`config.mk`:
```
export PLATFORM = sky130hd
export DESIGN_NAME = alu_control
export DESIGN_NICKNAME = d
export VERILOG_FILES = /design/src/rtl/alu_control_pkg.sv /design/src/rtl/alu_core.sv /design/src/rtl/alu_control.sv
export SDC_FILE = /design/constraint.sdc
export NUM_CORES = 1
export LEC_CHECK = 0
export BUFFER_PORTS_ARGS = -buffer_cell sky130_fd_sc_hd__buf_4
export CAP_MARGIN = 30
export CORE_UTILIZATION = 60
export CTS_CLUSTER_SIZE = 16
export DETAILED_ROUTE_END_ITERATION = 16
export PLACE_DENSITY = 0.85
export SYNTH_ARGS = -nofsm -noshare
export SYNTH_HDL_FRONTEND = slang
export SYNTH_SLANG_ARGS = --single-unit
```
`constraint.sdc`:
```
create_clock -name clk -period 5 [get_ports clk]
set_input_delay 1.5 -clock clk [delete_from_list [all_inputs] [get_ports clk]]
set_output_delay 1.5 -clock clk [all_outputs]
set_load 0.05 [all_outputs]
```
`src/rtl/alu_control_pkg.sv`:
```
// Shared constants for the ALU control slice: op codes, op classes, JR funct.
package alu_control_pkg;

    localparam int DATA_W_DEF = 16;

    // Decoded ALU operation codes
    localparam logic [2:0] OP_ADD = 3'b000;
    localparam logic [2:0] OP_SUB = 3'b001;
    localparam logic [2:0] OP_AND = 3'b010;
    localparam logic [2:0] OP_OR  = 3'b011;
    localparam logic [2:0] OP_SLT = 3'b100;

    // Operation classes from the main decoder
    localparam logic [1:0] CLS_RTYPE  = 2'b00;
    localparam logic [1:0] CLS_BRANCH = 2'b01;
    localparam logic [1:0] CLS_SLTI   = 2'b10;
    localparam logic [1:0] CLS_MEM    = 2'b11;

    // R-type funct value selecting jump-register
    localparam logic [3:0] FUNCT_JR = 4'b1000;

    // Decoder output bundle
    typedef struct packed {
        logic [2:0] alu_ctrl;
        logic       jr_control;
    } dec_t;

endpackage

```
`src/rtl/alu_core.sv`:
```
// Combinational ALU datapath: a, b, op code -> result and zero flag.
module alu_core
    import alu_control_pkg::*;
#(
    parameter int DATA_W = DATA_W_DEF
) (
    input  logic [DATA_W-1:0] a,
    input  logic [DATA_W-1:0] b,
    input  logic [2:0]        alu_ctrl,
    output logic [DATA_W-1:0] result,
    output logic              zero
);

    // Unused codes fall through to ADD so every input yields a defined result
    always_comb begin
        result = a + b;
        case (alu_ctrl)
            OP_ADD: result = a + b;
            OP_SUB: result = a - b;
            OP_AND: result = a & b;
            OP_OR:  result = a | b;
            OP_SLT: result = ($signed(a) < $signed(b)) ? DATA_W'(1) : '0;
            default: result = a + b;
        endcase
    end

    assign zero = (result == '0);

endmodule

```
`src/rtl/alu_control.sv`:
```
// ALU control: decodes {alu_op,funct}, runs the ALU core and registers all
// four outputs together so they always describe the same input sample.
module alu_control
    import alu_control_pkg::*;
#(
    parameter int DATA_W = DATA_W_DEF
) (
    input  logic              clk,
    input  logic              reset,
    input  logic [1:0]        alu_op,
    input  logic [3:0]        funct,
    input  logic [DATA_W-1:0] a,
    input  logic [DATA_W-1:0] b,
    output logic [2:0]        alu_ctrl,
    output logic [DATA_W-1:0] result,
    output logic              zero,
    output logic              jr_control
);

    dec_t              dec;
    logic [DATA_W-1:0] core_result;
    logic              core_zero;

    // Operation decode; non-R-type classes ignore funct, unknown funct is ADD
    always_comb begin
        dec.alu_ctrl   = OP_ADD;
        dec.jr_control = 1'b0;
        case (alu_op)
            CLS_MEM:    dec.alu_ctrl = OP_ADD;
            CLS_SLTI:   dec.alu_ctrl = OP_SLT;
            CLS_BRANCH: dec.alu_ctrl = OP_SUB;
            default: begin
                case (funct)
                    4'b0000: dec.alu_ctrl = OP_ADD;
                    4'b0001: dec.alu_ctrl = OP_SUB;
                    4'b0010: dec.alu_ctrl = OP_AND;
                    4'b0011: dec.alu_ctrl = OP_OR;
                    4'b0100: dec.alu_ctrl = OP_SLT;
                    default: dec.alu_ctrl = OP_ADD;
                endcase
                dec.jr_control = (funct == FUNCT_JR);
            end
        endcase
    end

    alu_core #(.DATA_W(DATA_W)) u_core (
        .a        (a),
        .b        (b),
        .alu_ctrl (dec.alu_ctrl),
        .result   (core_result),
        .zero     (core_zero)
    );

    // Capture decode and datapath in one register stage; reset wins over data
    always_ff @(posedge clk) begin
        if (reset) begin
            alu_ctrl   <= OP_ADD;
            result     <= '0;
            zero       <= 1'b1;
            jr_control <= 1'b0;
        end else begin
            alu_ctrl   <= dec.alu_ctrl;
            result     <= core_result;
            zero       <= core_zero;
            jr_control <= dec.jr_control;
        end
    end

endmodule

```
==> run_summary.xml, run 1 <==
<?xml version="1.0" encoding="UTF-8"?>
<metrics>
  <group name="outcome">
    <metric name="outcome" unit="">finished, final reports clean</metric>
  </group>
  <group name="layout">
    <metric name="layout-area-overhead-vs-synth" unit="%">13.6</metric>
    <metric name="antenna_cells_inserted" unit="">0</metric>
    <metric name="final_cells" unit="">532</metric>
    <metric name="share_of_final_layout_standard_cells_stronger_than_drive_strength_1" unit="%">18.6</metric>
    <metric name="mostFrequentLayoutCell" unit="">sky130_fd_sc_hd__buf_4</metric>
    <metric name="final_cell_mix" unit="">60 x sky130_fd_sc_hd__buf_4, 51 x sky130_fd_sc_hd__nor2_1, 48 x sky130_fd_sc_hd__ha_1, 46 x sky130_fd_sc_hd__inv_1, 24 x sky130_fd_sc_hd__a21oi_1</metric>
    <metric name="design.final.nets" unit="">553</metric>
  </group>
  <group name="synthesis">
    <metric name="synthSimpleGateAreaFrac" unit="%">23.3</metric>
    <metric name="yosysUniqueCellTypes" unit="">75</metric>
    <metric name="yosysWarnings" unit="">0</metric>
    <metric name="synthesis.instances" unit="">425</metric>
    <metric name="synth_area_per_cell" unit="um^2">7.54</metric>
    <metric name="synth_compound_gate_area_share" unit="%">31.8</metric>
    <metric name="synth.yosys.seq_area_share" unit="%">13.1</metric>
    <metric name="ys_seq_elements" unit="">21</metric>
    <metric name="synth.area.mux_share" unit="%">1.56</metric>
    <metric name="synth_fp_nets" unit="">515</metric>
    <metric name="number_of_synthesized_flops_with_an_enable_pin" unit="">0</metric>
    <metric name="post_synth_fa_ha_maj_area_fraction" unit="%">20.0</metric>
    <metric name="synth_xor_area_share" unit="%">0.273</metric>
    <metric name="netlist_area" unit="mm^2">0.00320</metric>
    <metric name="synth_async_sr_flop_share" unit="%">0</metric>
    <metric name="dominant_combinational_cell_family_by_area_after_synthesis" unit="">compound AO/OA/AOI/OAI gates</metric>
    <metric name="synth_ff_type" unit="">sky130_fd_sc_hd__dfxtp_1</metric>
  </group>
  <group name="worst_hold_path">
    <metric name="hold_class" unit="">in2reg</metric>
    <metric name="hold_path_end" unit="">alu_ctrl[0]</metric>
    <metric name="whs_path_depth" unit="">2</metric>
    <metric name="min_from" unit="">alu_op[1]</metric>
  </group>
  <group name="global_routing">
    <metric name="grt.total_usage" unit="%">31.5</metric>
    <metric name="overflow" unit="">0</metric>
    <metric name="pin_count_of_the_biggest_net_entering_global_routing" unit="">37</metric>
    <metric name="grt_pass1_wl" unit="um">13700</metric>
    <metric name="grtUsageMet3" unit="%">2.81</metric>
    <metric name="globalRoute.busiestLayer" unit="">met2</metric>
    <metric name="globalRouteMet1Util" unit="%">40.8</metric>
    <metric name="grt_use_met2" unit="%">55.3</metric>
    <metric name="via_count_of_the_first_global_routing_pass" unit="">2957</metric>
    <metric name="number_of_antenna_violations_at_the_first_check_in_global_routing" unit="">0</metric>
  </group>
  <group name="critical_path">
    <metric name="setup.worst_path.start_class" unit="">input pin</metric>
    <metric name="worst-path-max-fanout" unit="">4</metric>
    <metric name="cp_class" unit="">in2reg</metric>
    <metric name="critical_path_required" unit="ns">5.18</metric>
    <metric name="critPathCaptureType" unit="">flip-flop</metric>
    <metric name="timing.critical_path.arrival" unit="ns">4.35</metric>
  </group>
  <group name="sta">
    <metric name="post-route-min-period" unit="ns">4.17</metric>
    <metric name="final_hold_viol_count" unit="">0</metric>
    <metric name="timing.max_slew.rel_slack" unit="%">47.7</metric>
    <metric name="timing.hold.ws" unit="ns">1.48</metric>
    <metric name="max_slew.worst_pin.slew" unit="ns">0.784</metric>
    <metric name="max_freq" unit="GHz">0.240</metric>
    <metric name="final_min_period_over_clock_period" unit="%">83.4</metric>
    <metric name="rsz0062_at_grt" unit="">false</metric>
    <metric name="setup_ws" unit="ns">0.828</metric>
    <metric name="setup_viol_count_final" unit="">0</metric>
    <metric name="final.setup.tns" unit="ns">0</metric>
    <metric name="drv_slew" unit="">0</metric>
  </group>
  <group name="job">
    <metric name="maxCapViolations" unit="">0</metric>
  </group>
  <group name="floorplan">
    <metric name="initial_core_util" unit="%">62.3</metric>
    <metric name="io_pins" unit="">61</metric>
    <metric name="coreArea" unit="mm^2">0.00514</metric>
    <metric name="fp.dieArea" unit="mm^2">0.00564</metric>
    <metric name="fp.dieW" unit="um">75.1</metric>
    <metric name="rows" unit="">26</metric>
    <metric name="die_height" unit="um">75.1</metric>
  </group>
  <group name="place">
    <metric name="portBuffers" unit="">60</metric>
    <metric name="post-dp-hpwl" unit="um">6950</metric>
    <metric name="post-place-cells" unit="">528</metric>
    <metric name="globalplace.congestion" unit="">0.934</metric>
    <metric name="post-place-ws" unit="ns">0.692</metric>
  </group>
  <group name="drt">
    <metric name="drtIter0Drc" unit="">284</metric>
    <metric name="num_vias" unit="">3323</metric>
    <metric name="post_drt_wl_per_cell" unit="um">16.7</metric>
    <metric name="route.final.wire_length" unit="um">8880</metric>
    <metric name="detail-route-antenna-nets" unit="">0</metric>
    <metric name="drt-pass1-iter-count" unit="">5</metric>
    <metric name="drc_errors" unit="">0</metric>
    <metric name="vias_per_cell" unit="">6.25</metric>
  </group>
  <group name="power_and_ir_drop">
    <metric name="p_leak" unit="nW">1.71</metric>
    <metric name="power.total" unit="W">0.000710</metric>
    <metric name="largest_voltage_drop_on_the_vdd_net" unit="uV">167</metric>
    <metric name="pwr_density_cell" unit="mW/mm^2">195</metric>
  </group>
  <group name="clock_network">
    <metric name="deepest_level_of_the_cts_h_tree" unit="">1</metric>
    <metric name="cts_buffer_count" unit="">3</metric>
    <metric name="cts_root_buffer" unit="">sky130_fd_sc_hd__clkbuf_8</metric>
    <metric name="post_cts_resize_count" unit="">0</metric>
    <metric name="cts_tree" unit="">done</metric>
    <metric name="path_clk_slew" unit="ns">0.07</metric>
    <metric name="clk_path_buf_depth" unit="">2</metric>
    <metric name="post_cts_hold_buffer_count" unit="">0</metric>
    <metric name="cts_sinks" unit="">21</metric>
    <metric name="post_cts.repair.setup_buffers" unit="">0</metric>
  </group>
</metrics>
[critical path, stage by stage]
cell                       delay [ns]
sky130_fd_sc_hd__buf_4           0.12
sky130_fd_sc_hd__inv_1           0.07
sky130_fd_sc_hd__ha_1            0.19
sky130_fd_sc_hd__inv_1           0.07
sky130_fd_sc_hd__fa_1            0.43
sky130_fd_sc_hd__nor3b_1         0.19
sky130_fd_sc_hd__o31ai_2         0.29
sky130_fd_sc_hd__nand2_1         0.13
sky130_fd_sc_hd__a221oi_1        0.29
sky130_fd_sc_hd__o22ai_1         0.16
sky130_fd_sc_hd__nor4_1          0.49
sky130_fd_sc_hd__nand4_1         0.17
sky130_fd_sc_hd__o31ai_2         0.25
[area by class of cell]
class / instances / area (um^2)
multi-input combinational: 331 / 2460
fill: 443 / 1500
timing repair buffer: 60 / 450
sequential: 21 / 420
inverter: 46 / 173
tap: 70 / 87.6
clock buffer: 4 / 45.0
[layer usage]
| layer | share of wire, % | routed length, um | vias to the layer above |
|---|---|---|---|
| li1 | - | - | 1606 |
| met1 | 42 | 3750 | 1542 |
| met2 | 48 | 4280 | 161 |
| met3 | 8.0 | 713 | 14 |
| met4 | 1.5 | 134 | 0 |
| met5 | 0 | 0 | - |
[sequential cells by signal, summed over array words and instances, names as in the netlist]
register,flops
alu_ctrl,3
jr_control,1
result,16
zero,1
[logic make-up after synthesis]
logic type / after synthesis
simple gates: 144
compound gates: 131
buf+inv: 73
fa+ha+maj: 50
flops: 21
mux: 5
xor+xnor: 1
[cell usage after synthesis, types with 4 or more instances]
cell type / number / area share [%]
sky130_fd_sc_hd__buf_6: 4 / 1.4
sky130_fd_sc_hd__and2_1: 8 / 1.6
sky130_fd_sc_hd__nand2_1: 16 / 1.9
sky130_fd_sc_hd__o22ai_1: 5 / 0.98
sky130_fd_sc_hd__nor2b_1: 7 / 1.4
sky130_fd_sc_hd__nor2_1: 51 / 6.0
sky130_fd_sc_hd__nand3_1: 7 / 1.1
sky130_fd_sc_hd__mux2i_1: 5 / 1.6
sky130_fd_sc_hd__dfxtp_1: 21 / 13
sky130_fd_sc_hd__o21a_1: 6 / 1.4
sky130_fd_sc_hd__o21ai_0: 14 / 2.2
sky130_fd_sc_hd__clkbuf_1: 11 / 1.3
sky130_fd_sc_hd__nor3_1: 13 / 2.0
sky130_fd_sc_hd__a21oi_1: 24 / 3.7
sky130_fd_sc_hd__o211ai_1: 9 / 2.1
sky130_fd_sc_hd__a211oi_1: 10 / 2.3
sky130_fd_sc_hd__or3_1: 5 / 0.98
sky130_fd_sc_hd__ha_1: 48 / 19
sky130_fd_sc_hd__nor4_1: 5 / 0.98
sky130_fd_sc_hd__o31ai_1: 4 / 0.94
sky130_fd_sc_hd__nand2b_1: 6 / 1.2
sky130_fd_sc_hd__a21o_1: 6 / 1.4
sky130_fd_sc_hd__nand3b_1: 4 / 0.94
sky130_fd_sc_hd__and3_1: 4 / 0.78
sky130_fd_sc_hd__buf_2: 9 / 1.4
sky130_fd_sc_hd__inv_1: 46 / 5.4
[worst max-delay path by stage]
| stage | from | slack, ns | depth (start not counted) | endpoint |
|---|---|---|---|---|
| 2_1_floorplan | b[4] | 1.18 | 11 | zero |
| 3_3_place_gp | a[0] | 0.75 | 13 | zero |
| 3_5_place_dp | a[0] | 0.69 | 13 | zero |
| 4_1_cts | a[0] | 0.88 | 13 | zero |
| 5_1_grt | a[0] | 0.59 | 13 | zero |
| 6_report | a[0] | 0.83 | 13 | zero |
[report_power, final]
| part | switching [W] | total, W | internal (W) |
|---|---|---|---|
| Clock | 0.0000490 | 0.000106 | 0.0000566 |
| Combinational | 0.000262 | 0.000417 | 0.000155 |
| Sequential | 0.00000496 | 0.000188 | 0.000183 |
| Total | 0.000316 | 0.000710 | 0.000395 |
[metrics by stage]
| stage | util, % | area (um^2) |
|---|---|---|
| final | 70.8 | 3640 |
| after global routing | 70.8 | 3640 |
| after CTS | 70.8 | 3640 |
| after detailed placement | 69.9 | 3590 |
| after global placement | 69.9 | 3590 |
| after floorplan | - | 3200 |
Power figures use the tool's default switching activity.
==> inputs of run 2 (changes only) <==
CORE_UTILIZATION = 52   (was 60)
PLACE_DENSITY = 0.79   (was 0.85)
clock period = 3.4 ns   (was 5 ns; I/O delays follow)
==> run 2 against run 1 <==
Compared with the run above:
- first-iteration DRC count is 0.70% higher
- final cell count is 12% higher
- global-route usage is 0.31 points lower
==> run_summary.xml, run 2 (same netlist as run 1, synthesis figures left out) <==
<?xml version="1.0" encoding="UTF-8"?>
<metrics>
  <group name="global_routing">
    <metric name="number_of_antenna_violations_at_the_first_check_in_global_routing" unit="">0</metric>
    <metric name="overflow" unit="">0</metric>
    <metric name="via_count_of_the_first_global_routing_pass" unit="">3356</metric>
    <metric name="grt.total_usage" unit="%">31.1</metric>
    <metric name="pin_count_of_the_biggest_net_entering_global_routing" unit="">23</metric>
    <metric name="grt_pass1_wl" unit="um">15800</metric>
  </group>
  <group name="critical_path">
    <metric name="cp_class" unit="">in2reg</metric>
    <metric name="worst_path_largest_cell_delay" unit="ns">0.39</metric>
    <metric name="timing.critical_path.slowest_stage_cell" unit="">sky130_fd_sc_hd__or3_4</metric>
    <metric name="path_depth" unit="">12</metric>
    <metric name="worst-path-max-fanout" unit="">4</metric>
    <metric name="critPathCaptureType" unit="">flip-flop</metric>
    <metric name="worst-path-buf-inv" unit="">3</metric>
    <metric name="timing.critical_path.max_delay_family" unit="">compound AO/OA/AOI/OAI gates</metric>
    <metric name="timing.critical_path.arrival" unit="ns">3.54</metric>
    <metric name="critical_path_required" unit="ns">3.59</metric>
    <metric name="setup.worst_path.start_class" unit="">input pin</metric>
    <metric name="worstPathCellList" unit="">buf_4 &gt; inv_2 &gt; ha_4 &gt; or2_4 &gt; a211oi_4 &gt; a2111oi_4 &gt; buf_4 &gt; o211ai_1 &gt; nand3b_1 &gt; a32o_2 &gt; or3_4 &gt; o31ai_2</metric>
    <metric name="crit_path_frequent_cell" unit="">sky130_fd_sc_hd__buf_4</metric>
  </group>
  <group name="clock_network">
    <metric name="deepest_level_of_the_cts_h_tree" unit="">1</metric>
    <metric name="cts_sinks" unit="">21</metric>
    <metric name="cts_tree" unit="">done</metric>
    <metric name="cts_buffer_count" unit="">3</metric>
    <metric name="clk_path_buf_depth" unit="">2</metric>
    <metric name="path_clk_slew" unit="ns">0.07</metric>
    <metric name="post_cts_hold_buffer_count" unit="">0</metric>
    <metric name="cts_root_buffer" unit="">sky130_fd_sc_hd__clkbuf_8</metric>
  </group>
  <group name="drt">
    <metric name="drt-pass1-iter-count" unit="">5</metric>
    <metric name="drc_errors" unit="">0</metric>
    <metric name="drtIter0Drc" unit="">286</metric>
    <metric name="detailroute.wirelength.met3" unit="um">836</metric>
    <metric name="route.layer.met1.wl" unit="um">4490</metric>
    <metric name="post_drt_wl_per_cell" unit="um">17.6</metric>
    <metric name="route.top_layer_used" unit="">met4</metric>
    <metric name="num_vias" unit="">3652</metric>
    <metric name="route.final.wire_length" unit="um">10500</metric>
    <metric name="wl_met2" unit="um">4880</metric>
    <metric name="detail-route-antenna-nets" unit="">0</metric>
    <metric name="vias_per_cell" unit="">6.13</metric>
  </group>
  <group name="job">
    <metric name="maxCapViolations" unit="">0</metric>
  </group>
  <group name="power_and_ir_drop">
    <metric name="p_leak" unit="nW">2.03</metric>
    <metric name="pwr_density_cell" unit="mW/mm^2">282</metric>
    <metric name="largest_voltage_drop_on_the_vdd_net" unit="uV">361</metric>
  </group>
  <group name="floorplan">
    <metric name="die_height" unit="um">80.5</metric>
    <metric name="initial_core_util" unit="%">54.1</metric>
    <metric name="rows" unit="">28</metric>
    <metric name="fp.dieArea" unit="mm^2">0.00648</metric>
    <metric name="fp.dieW" unit="um">80.5</metric>
    <metric name="io_pins" unit="">61</metric>
    <metric name="coreArea" unit="mm^2">0.00592</metric>
  </group>
  <group name="sta">
    <metric name="timing.max_slew.rel_slack" unit="%">51.0</metric>
    <metric name="max_slew.worst_pin.slew" unit="ns">0.729</metric>
    <metric name="drv_slew" unit="">0</metric>
    <metric name="final_min_period_over_clock_period" unit="%">98.6</metric>
    <metric name="final.setup.tns" unit="ns">0</metric>
    <metric name="final_hold_viol_count" unit="">0</metric>
    <metric name="setup_ws" unit="ns">0.0462</metric>
    <metric name="max_freq" unit="GHz">0.298</metric>
    <metric name="setup_viol_count_final" unit="">0</metric>
    <metric name="rsz0062_at_grt" unit="">true</metric>
    <metric name="post-route-min-period" unit="ns">3.35</metric>
  </group>
  <group name="layout">
    <metric name="largest_registers" unit="">result: 16 flops, alu_ctrl: 3 flops</metric>
    <metric name="final_cells" unit="">596</metric>
    <metric name="final_cell_mix" unit="">118 x sky130_fd_sc_hd__buf_4, 50 x sky130_fd_sc_hd__nor2_1, 42 x sky130_fd_sc_hd__inv_1, 42 x sky130_fd_sc_hd__ha_1, 23 x sky130_fd_sc_hd__a21oi_1</metric>
    <metric name="largest_register_ff_count" unit="">16</metric>
    <metric name="share_of_final_layout_standard_cells_stronger_than_drive_strength_1" unit="%">33.6</metric>
    <metric name="mostFrequentLayoutCell" unit="">sky130_fd_sc_hd__buf_4</metric>
    <metric name="fill_cells" unit="">463</metric>
    <metric name="regArea" unit="um^2">420</metric>
    <metric name="final_design_area_no_fill" unit="mm^2">0.00427</metric>
    <metric name="antenna_cells_inserted" unit="">0</metric>
    <metric name="final_util" unit="%">72.2</metric>
    <metric name="top_register" unit="">result</metric>
    <metric name="layout-area-overhead-vs-synth" unit="%">33.4</metric>
    <metric name="multiInputGateArea" unit="mm^2">0.00264</metric>
    <metric name="design.final.nets" unit="">612</metric>
  </group>
  <group name="place">
    <metric name="post-dp-hpwl" unit="um">8050</metric>
    <metric name="globalplace.congestion" unit="">0.968</metric>
    <metric name="placed_cell_area" unit="mm^2">0.00399</metric>
    <metric name="post-place-cells" unit="">585</metric>
    <metric name="portBuffers" unit="">60</metric>
    <metric name="post-place-ws" unit="ns">-0.330</metric>
  </group>
  <group name="worst_hold_path">
    <metric name="whs_path_depth" unit="">2</metric>
    <metric name="hold_class" unit="">in2reg</metric>
  </group>
  <group name="outcome">
    <metric name="outcome" unit="">finished, final reports clean</metric>
  </group>
</metrics>
==> run 2: cell types whose count changed in the layout (fill, tap and decap cells not counted), moves of 3 or more <==
cell                    change
sky130_fd_sc_hd__inv_1      -4
sky130_fd_sc_hd__buf_4     +58
sky130_fd_sc_hd__inv_2      +3
sky130_fd_sc_hd__ha_4       +4
sky130_fd_sc_hd__ha_1       -6
==> run 2: layout make-up <==
class                   instances  share of cell area (%)
flip-flops and latches         21                    9.84
well taps                      75                    2.20
clock buffers                   4                    1.05
repair buffers                119                    21.1
inverters                      46                    4.10
multi-input cells             331                    61.7
==> run 2: metrics by stage <==
stage	hold WS, ns	power (W)
floorplan	1.10	0.000719
global placement	1.25	0.000957
detailed placement	1.26	0.000970
CTS	0.981	0.00114
global route	0.973	0.00127
finish	0.979	0.00120
==> run 2: timing repair <==
item	4_1_cts	5_1_grt
gates resized for setup	4	35
buffers inserted	0	7
cloned	0	0
pin swaps	4	24
setup endpoints to repair	1	1
==> run 2: report_power, final <==
| part | total (W) | switching [W] | internal, W |
|---|---|---|---|
| Combinational | 0.000762 | 0.000439 | 0.000323 |
| Clock | 0.000166 | 0.0000822 | 0.0000838 |
| Sequential | 0.000276 | 0.00000710 | 0.000269 |
==> run 2: layer usage <==
metal | up-vias | GRT usage (%)
li1 | 1726 | -
met1 | 1700 | 40.3
met2 | 199 | 52.8
met3 | 27 | 3.75
met4 | 0 | 10.5
met5 | - | 0
==> run 2: final timing paths <==
kind                  start  slack, ns           to
hold / removal    alu_op[1]       0.98  alu_ctrl[0]
setup / recovery       b[1]       0.05         zero
==> inputs of run 3 (changes only) <==
CORE_UTILIZATION = 51   (was 52)
PLACE_DENSITY = 0.78   (was 0.79)
SYNTH_HIERARCHICAL = 1   (was default)
==> run 3 against run 2 <==
Compared with the run above:
- the run now ends with negative setup slack left
- synthesized cell count decreased by 7.3%
- utilization rose by 13 points
- via count up 9.9%
- synthesized area down 5.2%
- power up 14%
- first-iteration DRC count increased by 35%
- sequential share of layout area down 1.1 points
- fmax decreased by 19%
- design area rose by 12%
- final cell count rose by 7.7%
- global-route usage is 5.0 points higher
- critical endpoint unchanged
==> run_summary.xml, run 3 <==
<?xml version="1.0" encoding="UTF-8"?>
<metrics>
  <group name="outcome">
    <metric name="outcome" unit="">complete, but fails checks</metric>
    <metric name="failed_checks" unit="">negative setup slack</metric>
  </group>
  <group name="synthesis">
    <metric name="synth_area_leader_cell" unit="">sky130_fd_sc_hd__ha_1</metric>
    <metric name="synthMostInstantiatedCell" unit="">sky130_fd_sc_hd__inv_1</metric>
    <metric name="synth.top_cell.area_share" unit="%">19.8</metric>
    <metric name="synth_fp_nets" unit="">484</metric>
    <metric name="synth_area_per_cell" unit="um^2">7.71</metric>
    <metric name="synth.yosys.seq_area_share" unit="%">13.8</metric>
    <metric name="synthesis.instances" unit="">394</metric>
    <metric name="synth_top_area_cells" unit="">sky130_fd_sc_hd__ha_1 20%, sky130_fd_sc_hd__dfxtp_1 14%, sky130_fd_sc_hd__inv_1 6.6%</metric>
    <metric name="yosysWarnings" unit="">6</metric>
    <metric name="number_of_synthesized_flops_with_an_enable_pin" unit="">0</metric>
    <metric name="ys_seq_elements" unit="">21</metric>
    <metric name="synth_async_sr_flop_share" unit="%">0</metric>
    <metric name="netlist_area" unit="mm^2">0.00304</metric>
    <metric name="synth_ff_type" unit="">sky130_fd_sc_hd__dfxtp_1</metric>
    <metric name="yosysUniqueCellTypes" unit="">74</metric>
    <metric name="top_cells_by_instance_count_after_synthesis" unit="">53 x sky130_fd_sc_hd__inv_1, 48 x sky130_fd_sc_hd__ha_1, 27 x sky130_fd_sc_hd__a21oi_1, 22 x sky130_fd_sc_hd__nor2_1, 21 x sky130_fd_sc_hd__dfxtp_1</metric>
  </group>
  <group name="layout">
    <metric name="final_cells" unit="">642</metric>
    <metric name="top_register" unit="">result</metric>
    <metric name="antenna_cells_inserted" unit="">0</metric>
    <metric name="mostFrequentLayoutCell" unit="">sky130_fd_sc_hd__buf_4</metric>
    <metric name="largest_registers" unit="">result: 16 flops, alu_ctrl: 3 flops</metric>
    <metric name="layout-area-overhead-vs-synth" unit="%">57.8</metric>
    <metric name="share_of_final_layout_standard_cells_stronger_than_drive_strength_1" unit="%">41.9</metric>
    <metric name="design.final.nets" unit="">661</metric>
    <metric name="largest_register_ff_count" unit="">16</metric>
    <metric name="final_cell_mix" unit="">178 x sky130_fd_sc_hd__buf_4, 49 x sky130_fd_sc_hd__inv_1, 41 x sky130_fd_sc_hd__ha_1, 23 x sky130_fd_sc_hd__a21oi_1</metric>
  </group>
  <group name="place">
    <metric name="globalplace.congestion" unit="">0.940</metric>
    <metric name="post-place-cells" unit="">629</metric>
    <metric name="portBuffers" unit="">60</metric>
    <metric name="post-dp-hpwl" unit="um">8300</metric>
  </group>
  <group name="clock_network">
    <metric name="cts_buffer_count" unit="">3</metric>
    <metric name="cts_tree" unit="">done</metric>
    <metric name="path_clk_slew" unit="ns">0.10</metric>
    <metric name="deepest_level_of_the_cts_h_tree" unit="">1</metric>
    <metric name="cts_root_buffer" unit="">sky130_fd_sc_hd__clkbuf_8</metric>
    <metric name="post_cts_hold_buffer_count" unit="">0</metric>
    <metric name="cts_sinks" unit="">21</metric>
    <metric name="clk_path_buf_depth" unit="">2</metric>
  </group>
  <group name="sta">
    <metric name="drv_slew" unit="">0</metric>
    <metric name="rsz0062_at_grt" unit="">true</metric>
    <metric name="timing.hold.ws" unit="ns">1.01</metric>
    <metric name="max_freq" unit="GHz">0.243</metric>
    <metric name="max_slew.worst_pin.slew" unit="ns">0.500</metric>
    <metric name="final_min_period_over_clock_period" unit="%">121</metric>
    <metric name="setup_viol_count_final" unit="">5</metric>
    <metric name="setup_ws" unit="ns">-0.720</metric>
    <metric name="final_hold_viol_count" unit="">0</metric>
    <metric name="timing.max_slew.rel_slack" unit="%">66.4</metric>
    <metric name="post-route-min-period" unit="ns">4.12</metric>
  </group>
  <group name="job">
    <metric name="maxCapViolations" unit="">0</metric>
  </group>
  <group name="critical_path">
    <metric name="timing.critical_path.from" unit="">funct[3]</metric>
    <metric name="timing.critical_path.slowest_stage_cell" unit="">sky130_fd_sc_hd__or4b_4</metric>
    <metric name="worst-path-buf-inv" unit="">2</metric>
    <metric name="cp_class" unit="">in2reg</metric>
    <metric name="setup.worst_path.start_class" unit="">input pin</metric>
    <metric name="crit_path_frequent_cell" unit="">sky130_fd_sc_hd__buf_4</metric>
    <metric name="worst-path-max-fanout" unit="">7</metric>
    <metric name="worst_path_largest_cell_delay" unit="ns">0.56</metric>
    <metric name="critical_path_required" unit="ns">3.63</metric>
    <metric name="worstPathCellList" unit="">buf_4 &gt; or4b_4 &gt; a21oi_4 &gt; buf_4 &gt; nand2b_1 &gt; o221ai_1 &gt; a21boi_0 &gt; a41o_1 &gt; or4_1 &gt; nor4_2 &gt; and4b_1 &gt; or2_2</metric>
    <metric name="timing.critical_path.arrival" unit="ns">4.35</metric>
    <metric name="timing.critical_path.max_delay_family" unit="">simple AND/OR/NAND/NOR gates</metric>
    <metric name="critPathCaptureType" unit="">flip-flop</metric>
  </group>
  <group name="power_and_ir_drop">
    <metric name="power_report.internal_total" unit="W">0.000758</metric>
    <metric name="p_seq_share" unit="%">20.8</metric>
    <metric name="pwr_density_cell" unit="mW/mm^2">285</metric>
    <metric name="p_leak" unit="nW">2.40</metric>
    <metric name="net-switching-power" unit="W">0.000609</metric>
    <metric name="largest_voltage_drop_on_the_vdd_net" unit="uV">266</metric>
    <metric name="clock_power_share" unit="%">14.4</metric>
    <metric name="comb_power_share" unit="%">64.8</metric>
    <metric name="swShare" unit="%">44.6</metric>
  </group>
  <group name="drt">
    <metric name="drt-pass1-iter-count" unit="">7</metric>
    <metric name="route.final.wire_length" unit="um">12200</metric>
    <metric name="drtIter0Drc" unit="">387</metric>
    <metric name="vias_per_cell" unit="">6.25</metric>
    <metric name="num_vias" unit="">4012</metric>
    <metric name="drc_errors" unit="">0</metric>
    <metric name="detail-route-antenna-nets" unit="">0</metric>
    <metric name="post_drt_wl_per_cell" unit="um">18.9</metric>
  </group>
  <group name="floorplan">
    <metric name="coreArea" unit="mm^2">0.00561</metric>
    <metric name="die_height" unit="um">79.2</metric>
    <metric name="io_pins" unit="">61</metric>
    <metric name="fp.dieW" unit="um">79.2</metric>
    <metric name="initial_core_util" unit="%">54.1</metric>
    <metric name="rows" unit="">27</metric>
    <metric name="fp.dieArea" unit="mm^2">0.00627</metric>
  </group>
  <group name="global_routing">
    <metric name="grt_use_met2" unit="%">67.2</metric>
    <metric name="pin_count_of_the_biggest_net_entering_global_routing" unit="">21</metric>
    <metric name="overflow" unit="">0</metric>
    <metric name="globalRoute.busiestLayer" unit="">met2</metric>
    <metric name="grtUsageMet3" unit="%">5.75</metric>
    <metric name="number_of_antenna_violations_at_the_first_check_in_global_routing" unit="">0</metric>
    <metric name="grt_pass1_wl" unit="um">18100</metric>
    <metric name="globalRouteMet1Util" unit="%">39.5</metric>
    <metric name="via_count_of_the_first_global_routing_pass" unit="">3922</metric>
    <metric name="grt.total_usage" unit="%">36.1</metric>
  </group>
  <group name="worst_hold_path">
    <metric name="whs_path_depth" unit="">3</metric>
    <metric name="min_from" unit="">funct[0]</metric>
    <metric name="hold_class" unit="">in2reg</metric>
    <metric name="hold_path_end" unit="">jr_control</metric>
  </group>
</metrics>
## run 3: power groups by stage
stage / registers [W] / logic (W) / clock network, W
after floorplan: 0.000380 / 0.000344 / 0
after global placement: 0.000286 / 0.000741 / 0
after detailed placement: 0.000287 / 0.000766 / 0
after CTS: 0.000282 / 0.000816 / 0.000172
after global routing: 0.000287 / 0.000931 / 0.000207
final: 0.000285 / 0.000886 / 0.000197
## run 3: per-layer routing
| layer | up-vias | part of all wire (%) |
|---|---|---|
| met5 | - | 0 |
| li1 | 1794 | - |
| met1 | 1848 | 37 |
| met2 | 300 | 48 |
| met3 | 70 | 9.4 |
| met4 | 0 | 4.9 |
## run 3: layout make-up
class	count	area [um^2]
Clock inverter	1	5.00
Inverter	53	201
Multi-Input combinational cell	305	2590
Sequential cell	21	420
Fill cell	330	815
Clock buffer	3	41.3
Timing Repair Buffer	187	1450
Tap cell	72	90.1
## run 3: kinds of logic after synthesis
family / count (synthesis) / synth area share (%)
mux: 7 / 2.35
simple gates: 120 / 22.6
compound gates: 125 / 30.3
fa+ha+maj: 50 / 21.1
xor+xnor: 3 / 1.11
flops: 21 / 13.8
buf+inv: 68 / 8.69
## run 3: how the worst max path moves through the flow
stage	depth (start not counted)	end	slack (ns)
2_1_floorplan	13	zero	-0.51
3_3_place_gp	13	zero	-0.78
3_5_place_dp	13	zero	-0.88
4_1_cts	13	zero	-0.56
5_1_grt	13	zero	-0.87
6_report	12	zero	-0.72
## run 3: what timing repair did
action | CTS | global route
hold endpoints to repair | 0 | 0
endpoints found under the setup margin | 5 | 10
gates resized for setup | 31 | 16
setup buffers | 7 | 3
pin swaps | 10 | 9
## run 3: through the flow
step | utilization (%) | setup slack [ns] | TNS (ns) | instance area (um^2) | power [W]
after floorplan | - | -0.515 | -0.515 | 3080 | 0.000724
final | 85.5 | -0.720 | -1.19 | 4790 | 0.00137
after global routing | 85.5 | -0.868 | -1.92 | 4790 | 0.00142
after global placement | 79.2 | -0.785 | -2.72 | 4440 | 0.00103
after CTS | 83.6 | -0.563 | -0.647 | 4690 | 0.00127
after detailed placement | 79.2 | -0.879 | -3.37 | 4440 | 0.00105
